--- src/rtl/bs_rr_arbiter_bcast_if.sv ---
// ---------------------------------------------------------------------------
// bs_rr_arbiter_bcast_if
// Packet bus between the arbiter and its FIFO-backed agents.
//
// Signals (drvrs agents, pckg_sz bits per packet):
//   pndng  [drvrs]           per-agent FIFO non-empty flag
//   D_pop  [drvrs*pckg_sz]   per-agent FIFO head data, agent i at [i*pckg_sz +: pckg_sz]
//   pop    [drvrs]           one-hot pop strobe back to the source FIFO
//   push   [drvrs]           push strobe(s) to the destination FIFO(s)
//   D_push [drvrs*pckg_sz]   delivered packet, replicated into every agent slice
//
// Modports:
//   master : the arbiter side (reads requests/data, drives strobes/data)
//   slave  : the agent side (drives requests/data, reads strobes/data)
// ---------------------------------------------------------------------------
interface bs_rr_arbiter_bcast_if #(
    parameter int drvrs   = 4,
    parameter int pckg_sz = 16
);

    logic [drvrs-1:0]         pndng;
    logic [drvrs*pckg_sz-1:0] D_pop;
    logic [drvrs-1:0]         pop;
    logic [drvrs-1:0]         push;
    logic [drvrs*pckg_sz-1:0] D_push;

    modport master (
        input  pndng,
        input  D_pop,
        output pop,
        output push,
        output D_push
    );

    modport slave (
        output pndng,
        output D_pop,
        input  pop,
        input  push,
        input  D_push
    );

endinterface

--- src/rtl/bs_rr_arbiter_bcast.sv ---
// ---------------------------------------------------------------------------
// bs_rr_arbiter_bcast
// Shared packet bus arbiter for drvrs FIFO-backed agents. Each transaction
// arbitrates among agents with pending packets (round-robin or fixed
// priority), pops the winner's head packet and delivers it to the agent
// selected by the packet's ID field, to every other agent on the broadcast
// ID, or drops it when the ID names no agent.
//
// Parameters:
//   drvrs     number of agents (2..16)
//   pckg_sz   packet width in bits
//   id_w      destination ID width, ID = packet[pckg_sz-1 -: id_w]
//   broadcast ID value meaning "all agents except the source"
//   arb_mode  0 = round-robin, 1 = fixed priority (lowest index wins)
//
// Ports:
//   clk       system clock, rising edge
//   reset     asynchronous, active-low reset
//   agents    packet bus (master modport): pndng, D_pop in; pop, push, D_push out
//   busy      high whenever the FSM is not in IDLE
//   grant_id  index of the current or last granted agent
//   pkt_cnt   delivered packet count, wraps, a broadcast counts once
//   drop_cnt  dropped packet count, saturates at 8'hFF
// ---------------------------------------------------------------------------
module bs_rr_arbiter_bcast #(
    parameter int              drvrs     = 4,
    parameter int              pckg_sz   = 16,
    parameter int              id_w      = 8,
    parameter logic [id_w-1:0] broadcast = {id_w{1'b1}},
    parameter int              arb_mode  = 0
) (
    input  logic                     clk,
    input  logic                     reset,
    bs_rr_arbiter_bcast_if.master    agents,
    output logic                     busy,
    output logic [$clog2(drvrs)-1:0] grant_id,
    output logic [15:0]              pkt_cnt,
    output logic [7:0]               drop_cnt
);

    localparam int GW = $clog2(drvrs);

    typedef enum logic [1:0] {
        IDLE = 2'd0,
        POP  = 2'd1,
        PUSH = 2'd2
    } state_t;

    state_t               r_state;
    state_t               w_nextState;

    logic [GW-1:0]        r_rrPtr;
    logic [GW-1:0]        r_grant;
    logic [pckg_sz-1:0]   r_pkt;
    logic [pckg_sz-1:0]   r_dpush;
    logic [drvrs-1:0]     r_pop;
    logic [drvrs-1:0]     r_push;
    logic                 r_busy;
    logic [15:0]          r_pktCnt;
    logic [7:0]           r_dropCnt;

    logic [GW-1:0]        w_nextPtr;
    logic [GW-1:0]        w_nextGrant;
    logic [pckg_sz-1:0]   w_nextPkt;
    logic [pckg_sz-1:0]   w_nextDpush;
    logic [drvrs-1:0]     w_nextPop;
    logic [drvrs-1:0]     w_nextPush;
    logic [15:0]          w_nextPktCnt;
    logic [7:0]           w_nextDropCnt;

    logic [GW-1:0]        w_win;
    logic [GW-1:0]        w_idx;
    logic                 w_found;
    logic [pckg_sz-1:0]   w_head;
    logic [drvrs-1:0]     w_popVec;
    logic [drvrs-1:0]     w_uniVec;
    logic [drvrs-1:0]     w_bcVec;
    logic [id_w-1:0]      w_dest;

    assign w_dest = r_pkt[pckg_sz-1 -: id_w];

    // Winner selection. Round-robin scans upward starting one past the last
    // grant and wraps modulo drvrs, so the agent just served is tried last.
    // Fixed priority simply takes the lowest pending index.
    always_comb begin
        w_win   = '0;
        w_idx   = '0;
        w_found = 1'b0;
        if (arb_mode == 1) begin
            for (int k = 0; k < drvrs; k++) begin
                if (!w_found && agents.pndng[k]) begin
                    w_win   = GW'(k);
                    w_found = 1'b1;
                end
            end
        end else begin
            for (int k = 1; k <= drvrs; k++) begin
                w_idx = GW'((int'(r_rrPtr) + k) % drvrs);
                if (!w_found && agents.pndng[w_idx]) begin
                    w_win   = w_idx;
                    w_found = 1'b1;
                end
            end
        end
    end

    // Per-agent decode done with constant indices: the winner's head data and
    // its pop bit, the unicast destination bit, and the broadcast mask that
    // excludes the source agent.
    always_comb begin
        w_head   = '0;
        w_popVec = '0;
        w_uniVec = '0;
        w_bcVec  = '0;
        for (int k = 0; k < drvrs; k++) begin
            if (w_win == GW'(k)) begin
                w_head      = agents.D_pop[k*pckg_sz +: pckg_sz];
                w_popVec[k] = 1'b1;
            end
            w_uniVec[k] = (w_dest == id_w'(k));
            w_bcVec[k]  = (r_grant != GW'(k));
        end
    end

    // Next-state and next-output logic. All outputs are registered, so the
    // strobe that belongs to a state is computed on the edge entering it:
    // pop is loaded leaving IDLE so it is high throughout POP, push and the
    // counters are loaded leaving POP so they show up during PUSH.
    always_comb begin
        w_nextState   = r_state;
        w_nextPtr     = r_rrPtr;
        w_nextGrant   = r_grant;
        w_nextPkt     = r_pkt;
        w_nextDpush   = r_dpush;
        w_nextPop     = '0;
        w_nextPush    = '0;
        w_nextPktCnt  = r_pktCnt;
        w_nextDropCnt = r_dropCnt;
        case (r_state)
            IDLE: begin
                if (|agents.pndng) begin
                    w_nextState = POP;
                    w_nextPtr   = w_win;
                    w_nextGrant = w_win;
                    w_nextPkt   = w_head;
                    w_nextPop   = w_popVec;
                end
            end
            POP: begin
                w_nextState = PUSH;
                w_nextDpush = r_pkt;
                if (w_dest == broadcast) begin
                    w_nextPush   = w_bcVec;
                    w_nextPktCnt = r_pktCnt + 16'd1;
                end else if (|w_uniVec) begin
                    w_nextPush   = w_uniVec;
                    w_nextPktCnt = r_pktCnt + 16'd1;
                end else if (r_dropCnt != 8'hFF) begin
                    w_nextDropCnt = r_dropCnt + 8'd1;
                end
            end
            PUSH: begin
                w_nextState = IDLE;
            end
            default: begin
                w_nextState = IDLE;
            end
        endcase
    end

    // State and output registers. The reset pointer of drvrs-1 makes the
    // very first round-robin search start at agent 0.
    always_ff @(posedge clk or negedge reset) begin
        if (!reset) begin
            r_state   <= IDLE;
            r_rrPtr   <= GW'(drvrs - 1);
            r_grant   <= '0;
            r_pkt     <= '0;
            r_dpush   <= '0;
            r_pop     <= '0;
            r_push    <= '0;
            r_busy    <= 1'b0;
            r_pktCnt  <= '0;
            r_dropCnt <= '0;
        end else begin
            r_state   <= w_nextState;
            r_rrPtr   <= w_nextPtr;
            r_grant   <= w_nextGrant;
            r_pkt     <= w_nextPkt;
            r_dpush   <= w_nextDpush;
            r_pop     <= w_nextPop;
            r_push    <= w_nextPush;
            r_busy    <= (w_nextState != IDLE);
            r_pktCnt  <= w_nextPktCnt;
            r_dropCnt <= w_nextDropCnt;
        end
    end

    assign agents.pop    = r_pop;
    assign agents.push   = r_push;
    assign agents.D_push = {drvrs{r_dpush}};
    assign busy          = r_busy;
    assign grant_id      = r_grant;
    assign pkt_cnt       = r_pktCnt;
    assign drop_cnt      = r_dropCnt;

endmodule

--- src/flat_wrapper.sv ---
// flat-port wrapper written by rule: the top's interface ports become plain ports
module bs_rr_arbiter_bcast_flat 
#(
    parameter int              drvrs     = 4,
    parameter int              pckg_sz   = 16,
    parameter int              id_w      = 8,
    parameter logic [id_w-1:0] broadcast = {id_w{1'b1}},
    parameter int              arb_mode  = 0
)
  (clk, reset, busy, grant_id, pkt_cnt, drop_cnt, agents_pndng, agents_D_pop, agents_pop, agents_push, agents_D_push);
  bs_rr_arbiter_bcast_if #(.drvrs(drvrs), .pckg_sz(pckg_sz)) agents_i ();
  input  logic clk;
  input  logic reset;
  output logic busy;
  output logic [$clog2(drvrs)-1:0] grant_id;
  output logic [15:0] pkt_cnt;
  output logic [7:0] drop_cnt;
  input wire logic [$bits(agents_i.pndng)-1:0] agents_pndng;
  input wire logic [$bits(agents_i.D_pop)-1:0] agents_D_pop;
  output wire logic [$bits(agents_i.pop)-1:0] agents_pop;
  output wire logic [$bits(agents_i.push)-1:0] agents_push;
  output wire logic [$bits(agents_i.D_push)-1:0] agents_D_push;
  assign agents_i.pndng = agents_pndng;
  assign agents_i.D_pop = agents_D_pop;
  assign agents_pop = agents_i.pop;
  assign agents_push = agents_i.push;
  assign agents_D_push = agents_i.D_push;
  bs_rr_arbiter_bcast #(.drvrs(drvrs), .pckg_sz(pckg_sz), .id_w(id_w), .broadcast(broadcast), .arb_mode(arb_mode)) u_core (.clk(clk), .reset(reset), .agents(agents_i), .busy(busy), .grant_id(grant_id), .pkt_cnt(pkt_cnt), .drop_cnt(drop_cnt));
endmodule
--- config.mk ---
export PLATFORM = sky130hd
export DESIGN_NAME = bs_rr_arbiter_bcast_flat
export DESIGN_NICKNAME = d
export VERILOG_FILES = /design/src/rtl/bs_rr_arbiter_bcast_if.sv /design/src/rtl/bs_rr_arbiter_bcast.sv /design/src/flat_wrapper.sv
export SDC_FILE = /design/constraint.sdc
export NUM_CORES = 1
export LEC_CHECK = 0
export ABC_AREA = 0
export CORE_MARGIN = 5
export CORE_UTILIZATION = 40
export DETAILED_ROUTE_END_ITERATION = 10
export PLACE_DENSITY_LB_ADDON = 0.05
export SLEW_MARGIN = 20
export SYNTH_ARGS = -nofsm -noshare
export SYNTH_HDL_FRONTEND = slang
export SYNTH_SLANG_ARGS = --single-unit
--- constraint.sdc ---
create_clock -name clk -period 2.31 [get_ports clk]
set_input_delay 0.462 -clock clk [delete_from_list [all_inputs] [get_ports clk]]
set_output_delay 0.462 -clock clk [all_outputs]
set_load 0.01 [all_outputs]
==> impl_metrics.py, run 1 <==
metrics = {
    "run_status": {
        "outcome": "complete, no violations",
    },
    "pwr": {
        "switching_power_mw": 2.46,
        "seqPwrFrac_pct": 31.5,
        "power.density_nw_per_um2": 1250,
        "clkPwrFrac_pct": 19.0,
        "sw_frac_of_total_pct": 36.1,
        "p_int_mw": 4.35,
        "total_leakage_power_nw": 2.38,
        "worst_ir_drop_vdd_v": 0.000701,
        "p_comb_share_pct": 49.5,
        "finalPower_mw": 6.81,
    },
    "route": {
        "post_drt_wl_per_cell_um": 16.1,
        "wirelength_um": 9730,
        "drt_iter0_markers": 83,
        "antenna_left": 0,
        "drc_errors": 0,
        "post_drt_via_cell_ratio": 4.94,
        "num_vias": 2984,
        "drt-pass1-iter-count": 4,
    },
    "die": {
        "initial_utilization_pct": 40.6,
        "coreArea_um2": 9110,
        "io_pins": 169,
        "dieHeight_um": 106,
        "rows": 35,
        "dieArea_um2": 11300,
        "dieWidth_um": 106,
    },
    "logic_synthesis": {
        "synthTopCellsByArea": "dfrtp_1 47%, buf_4 10%, mux2i_1 8.9%",
        "synth_edf_count": 0,
        "synth_area_leader_cell": "dfrtp_1",
        "synth-seq-cells": 71,
        "synth_compound_area_share_pct": 8.55,
        "synth_fa_ha_area_share_pct": 0.676,
        "yosys_warnings": 0,
        "synth_commonest_cells": "69 x dfrtp_1, 69 x nand2_1, 50 x buf_4",
        "synth_seq_area_share_pct": 48.1,
        "syn_area_um2": 3700,
        "yosysTopAreaCellShare_pct": 46.7,
        "synthCells": 358,
        "muxShareOfSynthArea_pct": 9.23,
        "synth_cell_types": 46,
        "syn_area_per_cell_um2": 10.3,
        "synth_xor_area_share_pct": 5.21,
        "synth_ff_type": "dfrtp_1",
        "synth-simple-area-share_pct": 15.7,
        "async_flop_share_pct": 100,
        "synth_fp_nets": 430,
        "synth_top_family_by_area": "simple AND/OR/NAND/NOR gates",
    },
    "timing": {
        "setup_tns_ns": 0,
        "skew_ns": 0.0102,
        "holdWs_ns": 0.0395,
        "final_max_slew_viol_count": 0,
        "grt_setup_unrepaired": "false",
        "setup_viol": 0,
        "fin_crit_sh_pct": 81.5,
        "finalCriticalPeriod_ns": 1.88,
        "clock.fmax_mhz": 531,
        "slew_headroom_pct": 66.3,
        "finalHoldViolCount": 0,
        "worst_pin_slew_ns": 0.505,
        "worst_slack_ns": 0.427,
    },
    "place": {
        "dp_hpwl_um": 7490,
        "place.port_buffers": 168,
        "dp_slack_ns": 0.0294,
        "gp_congestion": 0.808,
    },
    "global_routing": {
        "grt_overflow": 0,
        "antenna_found_initial": 0,
        "grt_use_total_pct": 17.8,
        "grt_max_degree": 42,
        "grt_pass1_vias": 3120,
        "grt_pass1_wl_um": 16000,
    },
    "critical_path": {
        "cp_cell_sequence": "clkdlybuf4s50_1 > nand2b_1 > a21boi_1 > o21ba_2 > nor2_2 > a221oi_1",
        "start_kind": "input port",
        "crit_fanout": 10,
        "cp-end-kind": "register",
        "required_ns": 2.50,
        "worst_ep_arrival_time_ns": 2.07,
        "slowest_delay_ns": 0.52,
        "critPathKind": "in2reg",
        "slowest_stage": "clkdlybuf4s50_1",
    },
    "clock_tree": {
        "cts_resized": 0,
        "cts.path.max_buffers": 2,
        "hold_buffers": 0,
        "post_cts_buffers": 0,
        "path_clk_slew_ns": 0.08,
        "htree_num_levels": 3,
        "clock_sinks": 71,
        "clk_latency_ns": 0.35,
        "clockRootBuffer": "clkbuf_8",
        "cts_buffers": 9,
        "cts_tree": "yes",
    },
    "layout": {
        "layout-drive-gt1-share_pct": 9.13,
        "syn_to_final_growth_pct": 47.7,
        "n_antenna_cell": 0,
        "nNetsFinal": 560,
        "fillers": 824,
        "utilization_pct": 60.0,
    },
    "hold_path": {
        "hp-class": "in2async",
    },
    "run": {
        "drv_cap": 0,
    },
}
## flip-flops by register name, summed over array words and instances (netlist names)
signal,count
u_core.r_state,2
u_core.r_pkt,16
u_core.busy,1
u_core.r_dpush,16
u_core.grant_id,2
u_core.r_rrPtr,2
u_core.drop_cnt,8
u_core.agents.push,4
u_core.agents.pop,4
u_core.pkt_cnt,16
## per-stage QoR
stage / instance area, um^2 / std cells
finish: 5470 / 604
global route: 5470 / 604
CTS: 5470 / 604
detailed placement: 5200 / 588
global placement: 5200 / 588
floorplan: 3700 / 358
## path summary, 6_finish.rpt
kind | from | end | slack (ns) | cells after the start
min in group clk | u_core.pkt_cnt[15] | u_core.pkt_cnt[15] | 0.48 | 1
hold reg to reg | u_core.pkt_cnt[15] | u_core.pkt_cnt[15] | 0.48 | 1
setup / recovery | agents_pndng[3] | u_core.r_pkt[14] | 0.43 | 6
setup reg to reg | u_core.r_pkt[8] | u_core.drop_cnt[1] | 0.47 | 4
max in group asynchronous | reset | u_core.r_rrPtr[0] | 1.65 | 2
hold / removal | reset | u_core.r_dpush[9] | 0.04 | 1
## critical path: cells and delay by family
family	cells	cell delay, ns
buffers and inverters	1	0.52
AND/OR/NAND/NOR	2	0.50
AO/OA/AOI/OAI	3	0.58
## layout make-up
type                            count  area (um^2)  share of cell area, %
Multi-Input combinational cell    221         1470                   26.8
Tap cell                          111          139                   2.54
Inverter                            7         26.3                  0.481
Clock buffer                       12          165                   3.02
Timing Repair Buffer              178         1790                   32.8
Clock inverter                      4         98.8                   1.81
Sequential cell                    71         1780                   32.6
## layout by cell type, fill, tap and decap left out, drive strengths merged, types with 2 or more instances in the layout
master	instances
clkdlybuf4s50	167
nand2	70
dfrtp	69
mux2i	33
nor2	22
xnor2	18
nand4	13
clkbuf	12
buf	11
a221oi	10
inv	8
a21oi	7
nand2b	6
o221ai	6
nand3	5
o21ai	4
xor2	4
nor3	3
bufinv	3
ha	2
dfstp	2
nor4	2
a311oi	2
and3	2
## layer usage
| metal | track usage (%) | vias to the layer above | wire [um] |
|---|---|---|---|
| met3 | 4.55 | 13 | 634 |
| met2 | 28.9 | 104 | 4660 |
| li1 | - | 1441 | - |
| met5 | 0 | - | 0 |
| met1 | 23.2 | 1426 | 4280 |
| met4 | 5.83 | 0 | 156 |
## power groups by stage
| stage | clock network [mW] | logic (mW) | registers, mW |
|---|---|---|---|
| floorplan | 0 | 2.05 | 2.17 |
| global placement | 0 | 3.36 | 2.15 |
| detailed placement | 0 | 3.40 | 2.17 |
| CTS | 1.32 | 3.42 | 2.15 |
| global route | 1.37 | 3.66 | 2.23 |
| finish | 1.29 | 3.37 | 2.15 |
## kinds of logic (layout without fill, tap and decap cells)
logic type	Yosys count	count (layout)
buffers and inverters	66	201
and+or+nand+nor	127	127
muxes	34	34
DFF	71	71
xor gates and xnor gates	22	22
AOI/OAI and AO/OA	36	36
adders and majority gates	2	2
(Power assumes the default switching activity.)
==> run 2: changes to the inputs <==
- CORE_UTILIZATION: 40 -> 38
- clock period: 2.31 -> 1.5 ns (I/O delays scaled with it)
==> impl_metrics.py, run 2 (synthesis gave the netlist of run 1 again) <==
metrics = {
    "layout": {
        "final_cell_mix": "87 x dlygate4sd2_1, 67 x dfrtp_1, 66 x buf_4",
        "nNetsFinal": 630,
        "fillers": 875,
        "n_antenna_cell": 0,
        "layout_commonest_cell": "dlygate4sd2_1",
        "utilization_pct": 63.5,
        "layout-drive-gt1-share_pct": 27.2,
        "finalInstanceArea_um2": 6120,
        "syn_to_final_growth_pct": 65.3,
    },
    "place": {
        "place_area_um2": 5490,
        "place.port_buffers": 168,
        "dp_slack_ns": -0.585,
        "gp_congestion": 0.773,
        "dp_hpwl_um": 7800,
    },
    "critical_path": {
        "crit_fanout": 19,
        "rrSetupSlack_ns": -0.22,
        "start_kind": "register",
        "required_ns": 1.74,
        "cp-end-kind": "register",
        "critPathKind": "reg2reg",
        "worst_ep_arrival_time_ns": 1.96,
    },
    "timing": {
        "worst_slack_ns": -0.218,
        "fin_crit_sh_pct": 115,
        "slew_headroom_pct": 73.2,
        "worst_pin_slew_ns": 0.401,
        "final_max_slew_viol_count": 0,
        "finalHoldViolCount": 0,
        "holdWs_ns": 0.474,
        "grt_setup_unrepaired": "true",
        "finalCriticalPeriod_ns": 1.72,
        "clock.fmax_mhz": 582,
        "setup_viol": 40,
        "skew_ns": 0.0147,
    },
    "clock_tree": {
        "clockRootBuffer": "clkbuf_8",
        "cts_tree": "yes",
        "clock_sinks": 71,
        "cts.path.max_buffers": 2,
        "htree_num_levels": 3,
        "clk_latency_ns": 0.34,
        "path_clk_slew_ns": 0.08,
        "cts_buffers": 9,
    },
    "die": {
        "initial_utilization_pct": 38.4,
        "coreArea_um2": 9640,
        "dieWidth_um": 109,
        "dieHeight_um": 109,
        "dieArea_um2": 11800,
        "rows": 36,
        "io_pins": 169,
    },
    "route": {
        "post_drt_wl_per_cell_um": 15.2,
        "drt_iter0_markers": 88,
        "antenna_left": 0,
        "drc_errors": 0,
        "num_vias": 3277,
        "wirelength_um": 10600,
        "post_drt_via_cell_ratio": 4.71,
        "drt-pass1-iter-count": 6,
    },
    "run": {
        "drv_cap": 0,
    },
    "global_routing": {
        "antenna_found_initial": 0,
        "grt_max_degree": 72,
        "grt_overflow": 0,
        "grt_pass1_vias": 3453,
        "grt_pass1_wl_um": 16900,
        "grt_use_total_pct": 18.0,
    },
    "pwr": {
        "power.density_nw_per_um2": 1740,
        "total_leakage_power_nw": 3.08,
        "finalPower_mw": 10.6,
        "worst_ir_drop_vdd_v": 0.000998,
    },
    "run_status": {
        "outcome": "complete, but fails checks",
        "violations": "setup timing",
    },
    "hold_path": {
        "hp-class": "reg2reg",
    },
}
==> run 2: cell count changes in the layout (fill, tap and decap cells not counted), moves of 4 or more <==
cell	delta
buf_6	+10
nand2_2	+6
a221oi_2	+8
clkdlybuf4s15_1	+11
dlymetal6s2s_1	+4
nor2_1	-5
dlygate4sd2_1	+87
buf_4	+58
a221oi_1	-8
nand2_1	-7
clkdlybuf4s50_1	-102
==> run 2: metrics by stage <==
stage	TNS [ns]	instances
2_1_floorplan	-1.74	358
3_3_place_gp	-12.69	642
3_5_place_dp	-13.89	642
4_1_cts	-4.06	690
5_1_grt	-8.08	696
6_report	-4.30	696
==> run 2: path summary, 6_finish.rpt <==
check,cells after the start,startpoint,end
worst max-delay path,6,u_core.r_rrPtr[1],u_core.r_pkt[11]
min in group asynchronous,3,reset,u_core.busy
worst min-delay path,2,u_core.r_pkt[1],u_core.r_dpush[1]
max in group asynchronous,3,reset,u_core.r_rrPtr[1]
worst min register to register,2,u_core.r_pkt[1],u_core.r_dpush[1]
worst max register to register,6,u_core.r_rrPtr[1],u_core.r_pkt[11]
==> run 2: critical path, cell delays in order, from the launching register on <==
cell,delay (ns)
dfstp_2,0.61
a21oi_1,0.10
a31oi_2,0.20
a21oi_4,0.11
buf_12,0.18
mux2i_2,0.16
a221oi_2,0.25
==> run 2: layout make-up <==
class / count / area, um^2 / share of cell area (%)
Multi-Input combinational cell: 221 / 1680 / 27.4
Inverter: 7 / 26.3 / 0.430
Clock inverter: 7 / 72.6 / 1.19
Timing Repair Buffer: 248 / 2270 / 37.1
Tap cell: 133 / 166 / 2.72
Sequential cell: 71 / 1780 / 29.1
Clock buffer: 9 / 124 / 2.02
==> run 2: timing repair <==
action	CTS	global route
resized for setup	128	43
setup buffers	31	7
setup endpoints to repair	143	66
endpoints found under the hold margin	69	0
pin swaps	31	15
cloned	0	0
hold buffers	1	0
==> run 2: per-layer routing <==
| layer | GRT usage [%] | vias up | routed length [um] |
|---|---|---|---|
| met2 | 31.3 | 105 | 5350 |
| met4 | 4.87 | 0 | 76 |
| li1 | - | 1581 | - |
| met5 | 0 | - | 0 |
| met3 | 3.61 | 8 | 585 |
| met1 | 22.9 | 1583 | 4570 |
==> run 2: power by group <==
part           internal [mW]  switching (mW)  total, mW
combinational           3.13            2.87       5.99
clock                  0.770           0.754       1.52
sequential              2.60           0.517       3.12
total                   6.50            4.14       10.6
